$ cat config.mk
export PLATFORM = sky130hd
export DESIGN_NAME = control_sequencer
export DESIGN_NICKNAME = d
export VERILOG_FILES = /design/src/rtl/control_sequencer.sv
export SDC_FILE = /design/constraint.sdc
export NUM_CORES = 1
export LEC_CHECK = 0
export CORE_MARGIN = 1
export CORE_UTILIZATION = 47
export CTS_BUF_LIST = sky130_fd_sc_hd__clkbuf_16
export DETAILED_ROUTE_END_ITERATION = 12
export PLACE_DENSITY = 0.95
export SYNTH_ARGS = -nofsm -noshare
export SYNTH_HDL_FRONTEND = slang
export SYNTH_SLANG_ARGS = --single-unit
$ cat constraint.sdc
create_clock -name i_CLOCK -period 5.71 [get_ports i_CLOCK]
set_clock_uncertainty 0.1 [all_clocks]
set_input_delay 0.8565 -clock i_CLOCK [delete_from_list [all_inputs] [get_ports i_CLOCK]]
set_output_delay 0.8565 -clock i_CLOCK [all_outputs]
set_load 0.005 [all_outputs]
$ cat src/rtl/control_sequencer.sv
// Microcoded control unit: instruction register, microstep counter and halt latch,
// producing the per-step control word from opcode, step and ALU flags.
module control_sequencer #(
  parameter int DATA_WIDTH   = 8,
  parameter int OPCODE_WIDTH = 4,
  parameter int STEP_WIDTH   = 3,
  parameter int EARLY_END    = 1
) (
  input  logic                    i_CLOCK,
  input  logic                    i_CLEAR,
  input  logic [DATA_WIDTH-1:0]   i_BUS,
  input  logic                    i_FLAG_CARRY,
  input  logic                    i_FLAG_ZERO,
  output logic [15:0]             o_CONTROL,
  output logic [DATA_WIDTH-1:0]   o_OPERAND,
  output logic [OPCODE_WIDTH-1:0] o_OPCODE,
  output logic [STEP_WIDTH-1:0]   o_STEP,
  output logic                    o_HALTED
);

  localparam int OPERAND_WIDTH = DATA_WIDTH - OPCODE_WIDTH;
  localparam logic [STEP_WIDTH-1:0] LAST_STEP = '1;

  localparam logic [15:0] C_HLT = 16'h8000;
  localparam logic [15:0] C_MI  = 16'h4000;
  localparam logic [15:0] C_RI  = 16'h2000;
  localparam logic [15:0] C_RO  = 16'h1000;
  localparam logic [15:0] C_IO  = 16'h0800;
  localparam logic [15:0] C_II  = 16'h0400;
  localparam logic [15:0] C_AI  = 16'h0200;
  localparam logic [15:0] C_AO  = 16'h0100;
  localparam logic [15:0] C_EO  = 16'h0080;
  localparam logic [15:0] C_SU  = 16'h0040;
  localparam logic [15:0] C_BI  = 16'h0020;
  localparam logic [15:0] C_OI  = 16'h0010;
  localparam logic [15:0] C_CE  = 16'h0008;
  localparam logic [15:0] C_CO  = 16'h0004;
  localparam logic [15:0] C_J   = 16'h0002;
  localparam logic [15:0] C_FI  = 16'h0001;

  typedef enum logic {RUN, HALT} state_t;

  state_t                  state_reg, state_next;
  logic [STEP_WIDTH-1:0]   step_reg, step_next;
  logic [DATA_WIDTH-1:0]   ir_reg, ir_next;
  logic [OPCODE_WIDTH-1:0] opcode;
  logic [15:0]             cur_word, look_word;

  // Microcode ROM as a pure function so the early-end lookahead can reuse it.
  function automatic logic [15:0] micro_word(
    input logic [OPCODE_WIDTH-1:0] opc,
    input logic [STEP_WIDTH-1:0]   step,
    input logic                    carry,
    input logic                    zero
  );
    logic [15:0] w;
    logic        t2, t3, t4;
    w  = '0;
    t2 = (step == STEP_WIDTH'(2));
    t3 = (step == STEP_WIDTH'(3));
    t4 = (step == STEP_WIDTH'(4));
    if (step == STEP_WIDTH'(0)) begin
      w = C_CO | C_MI;
    end else if (step == STEP_WIDTH'(1)) begin
      w = C_RO | C_II | C_CE;
    end else if ((opc >> 4) == '0) begin
      case (opc[3:0])
        4'h1: w = t2 ? (C_IO | C_MI) : t3 ? (C_RO | C_AI) : '0;
        4'h2: w = t2 ? (C_IO | C_MI) : t3 ? (C_RO | C_BI) : t4 ? (C_EO | C_AI | C_FI) : '0;
        4'h3: w = t2 ? (C_IO | C_MI) : t3 ? (C_RO | C_BI) : t4 ? (C_EO | C_AI | C_SU | C_FI) : '0;
        4'h4: w = t2 ? (C_IO | C_MI) : t3 ? (C_AO | C_RI) : '0;
        4'h5: w = t2 ? (C_IO | C_AI) : '0;
        4'h6: w = t2 ? (C_IO | C_J) : '0;
        4'h7: w = (t2 && carry) ? (C_IO | C_J) : '0;
        4'h8: w = (t2 && zero) ? (C_IO | C_J) : '0;
        4'hE: w = t2 ? (C_AO | C_OI) : '0;
        4'hF: w = t2 ? C_HLT : '0;
        default: w = '0;
      endcase
    end
    return w;
  endfunction

  assign opcode    = ir_reg[DATA_WIDTH-1 -: OPCODE_WIDTH];
  assign cur_word  = micro_word(opcode, step_reg, i_FLAG_CARRY, i_FLAG_ZERO);
  assign look_word = micro_word(opcode, step_reg + STEP_WIDTH'(1), i_FLAG_CARRY, i_FLAG_ZERO);

  always_comb begin
    state_next = state_reg;
    step_next  = step_reg;
    ir_next    = ir_reg;
    o_CONTROL  = cur_word;
    if (state_reg == HALT) begin
      o_CONTROL = C_HLT;
    end else if (cur_word[15]) begin
      // HLT freezes step and IR where they are.
      state_next = HALT;
    end else begin
      if (cur_word[10])
        ir_next = i_BUS;
      if (step_reg == LAST_STEP)
        step_next = '0;
      else if ((EARLY_END != 0) && (step_reg >= STEP_WIDTH'(2)) && (look_word == '0))
        step_next = '0;
      else
        step_next = step_reg + STEP_WIDTH'(1);
    end
  end

  always_ff @(posedge i_CLOCK) begin
    if (i_CLEAR) begin
      state_reg <= RUN;
      step_reg  <= '0;
      ir_reg    <= '0;
    end else begin
      state_reg <= state_next;
      step_reg  <= step_next;
      ir_reg    <= ir_next;
    end
  end

  assign o_OPCODE  = opcode;
  assign o_OPERAND = {{OPCODE_WIDTH{1'b0}}, ir_reg[OPERAND_WIDTH-1:0]};
  assign o_STEP    = step_reg;
  assign o_HALTED  = (state_reg == HALT);

endmodule

==> reports/qor.yml <==
run_status:
  status: "finished, final reports clean"
place:
  numPortBuffers: 39
  post-place-ws_ns: 2.19
  place.gp.congestion: 0.896
  place_hpwl_um: 2280
global_routing:
  grt_pass1_wl_um: 5220
  grt_max_degree: 19
  grt_pass1_vias: 1151
  antenna_found_initial: 0
  overflow: 0
  grt_use_total: 0.267
floorplanning:
  design.core.area_um2: 2230
  row_count: 17
  start_util: 0.505
  fp.dieW_um: 51.0
  io_pins: 44
  fp.dieH_um: 51.0
  die-area_um2: 2600
yosys:
  ys_seq_area_frac: 0.213
  post_synth_num_cell_types: 44
  syn_inst: 149
  async_flop_share: 0
  netlist_area_um2: 1130
  ys_warn_count: 0
  synth-seq-cells: 12
  synth_top_area_frac: 0.213
  syn_avg_cell_area_um2: 7.57
  yosys.area.top_type: "dfxtp_1"
  synth.area.top_cells: "dfxtp_1 21%, ha_1 8.9%, nand2_1 8.3%"
  synth_edf_count: 0
  synth-main-ff-cell: "dfxtp_1"
  netlist_top_cells_count: "25 x nand2_1, 13 x a21oi_1, 12 x dfxtp_1"
  yosysMostFrequentCell: "nand2_1"
cts:
  cts_tree: "built"
  numCtsBuffers: 3
  cts_resized: 0
  cts_hold_buf: 0
  clockRootBuffer: "clkbuf_16"
  post-cts-setup-buffer-count: 0
  clk_pin_slew_worst_paths_ns: 0.04
  htreeDepth: 1
  cts.path.max_buffers: 2
  cts_num_sinks: 12
  clk_latency_ns: 0.24
route:
  routed_wl_um: 3130
  drc: 0
  via_per_inst: 5.79
  dr.pass1.iters: 4
  detail-route-antenna-nets: 0
  via_count: 1204
  drt_first_iter_violations: 32
  wl_per_cell_um: 15.1
worst_setup_path:
  reg2regPathDepth: 6
  worstSetupEndpoint: "o_CONTROL[11]"
  slowest_delay_ns: 0.54
  rrSetupSlack_ns: 3.63
  critical_path_required_ns: 4.75
  cp_data_arrival_time_ns: 2.59
  regToRegEndpoint: "ir_reg[5]"
  crit_type: "in2out"
  critPathLaunch: "i_FLAG_CARRY"
  cp_slowest_cell: "clkdlybuf4s50_1"
  cp_common_cell: "clkdlybuf4s50_1"
  crit_family: "buffers and inverters"
  reg2reg_from: "o_STEP[0]"
  critPathBufInv: 2
  path_depth: 6
  startpoint_type: "primary input"
  crit_fanout: 3
  cp_cell_sequence: "clkdlybuf4s50_1, nor2b_1, nor3_1, nor2_1, a311oi_2, clkdlybuf4s50_1"
  end_kind: "output port"
run:
  drv_cap: 0
pwr:
  power_density_nw_per_um2: 384
  irDropWorstVdd_uv: 351
  cellLeakagePower_nw: 0.550
sta:
  rsz0062_at_grt: "false"
  slew_violations: 0
  fin_ws_ns: 2.16
  hold_violations: 0
  setup_viol: 0
  tightest_slew_ns: 0.625
  min_period_over_period: 0.622
  maxSlewHeadroom: 0.583
  final.setup.tns_ns: 0
  fmax_ghz: 0.282
  fin_crit_ns: 3.55
cells_and_area:
  drive_gt1_frac: 0.0778
  largest_register_ffs: 8
  syn2layout_area_growth_pct: 36.8
  nets: 202
  diodes: 0
hold_path:
  holdCritStartpoint: "ir_reg[3]"
  hold_class: "reg2reg"
## per-layer routing
layer / share of wire / track usage / routed length (um)
met3: 0.053 / 0.0357 / 166
met1: 0.42 / 0.337 / 1330
met5: 0 / 0 / 0
met4: 0.018 / 0.139 / 57
met2: 0.50 / 0.436 / 1580
## through the flow
stage	hold slack, ns	total power [W]	std cells	instance area (um^2)	util
floorplan	0.353	0.000344	152	1140	-
global placement	0.344	0.000448	205	1470	0.657
detailed placement	0.356	0.000459	205	1470	0.657
CTS	0.365	0.000592	208	1540	0.691
global route	0.397	0.000634	208	1540	0.691
finish	0.364	0.000592	208	1540	0.691
## final cells by class
type	instances	area (um^2)
sequential	12	240
multi-input combinational	118	772
inverter	8	30.0
timing repair buffer	39	390
tap	28	35.0
clock buffer	3	75.1
fill	178	691
## layout by cell type (no fill, tap or decap), types with 3 or more instances in the layout
master           instances
a21oi_1                 13
clkbuf_16                3
clkdlybuf4s50_1         39
conb_1                   4
dfxtp_1                 12
ha_1                     8
inv_1                    7
nand2_1                 25
nand2b_1                 4
nand3_1                  5
nand3b_1                 5
nor2_1                   6
nor3_1                   8
o211ai_1                 3
or3_1                    4
## report_power, final
group          leakage (nW)  switching [W]  total, W  internal (W)
clock                0.0370      0.0000351  0.000126     0.0000911
sequential           0.0976      0.0000378  0.000140      0.000102
combinational         0.415       0.000169  0.000326      0.000157
## kinds of logic after synthesis
| group | share of synthesized area |
|---|---|
| adders and majority gates | 0.0888 |
| AOI/OAI and AO/OA | 0.222 |
| buffers and inverters | 0.112 |
| and+or+nand+nor | 0.361 |
| other | 0.00333 |
| DFF | 0.213 |
## worst reg2reg max path, stage by stage (launching register included)
cell      delay, ns
dfxtp_1        0.41
inv_1          0.14
ha_1           0.35
nand3b_1       0.48
inv_2          0.29
nand2_1        0.09
a21oi_1        0.15
## worst min path at each step
stage / end / slack (ns) / depth (start not counted)
after floorplan: ir_reg[0] / 0.35 / 2
after global placement: ir_reg[3] / 0.34 / 2
after detailed placement: ir_reg[3] / 0.36 / 2
after CTS: ir_reg[3] / 0.37 / 2
after global routing: ir_reg[0] / 0.40 / 2
final: ir_reg[3] / 0.36 / 2
Power figures use the tool's default switching activity.
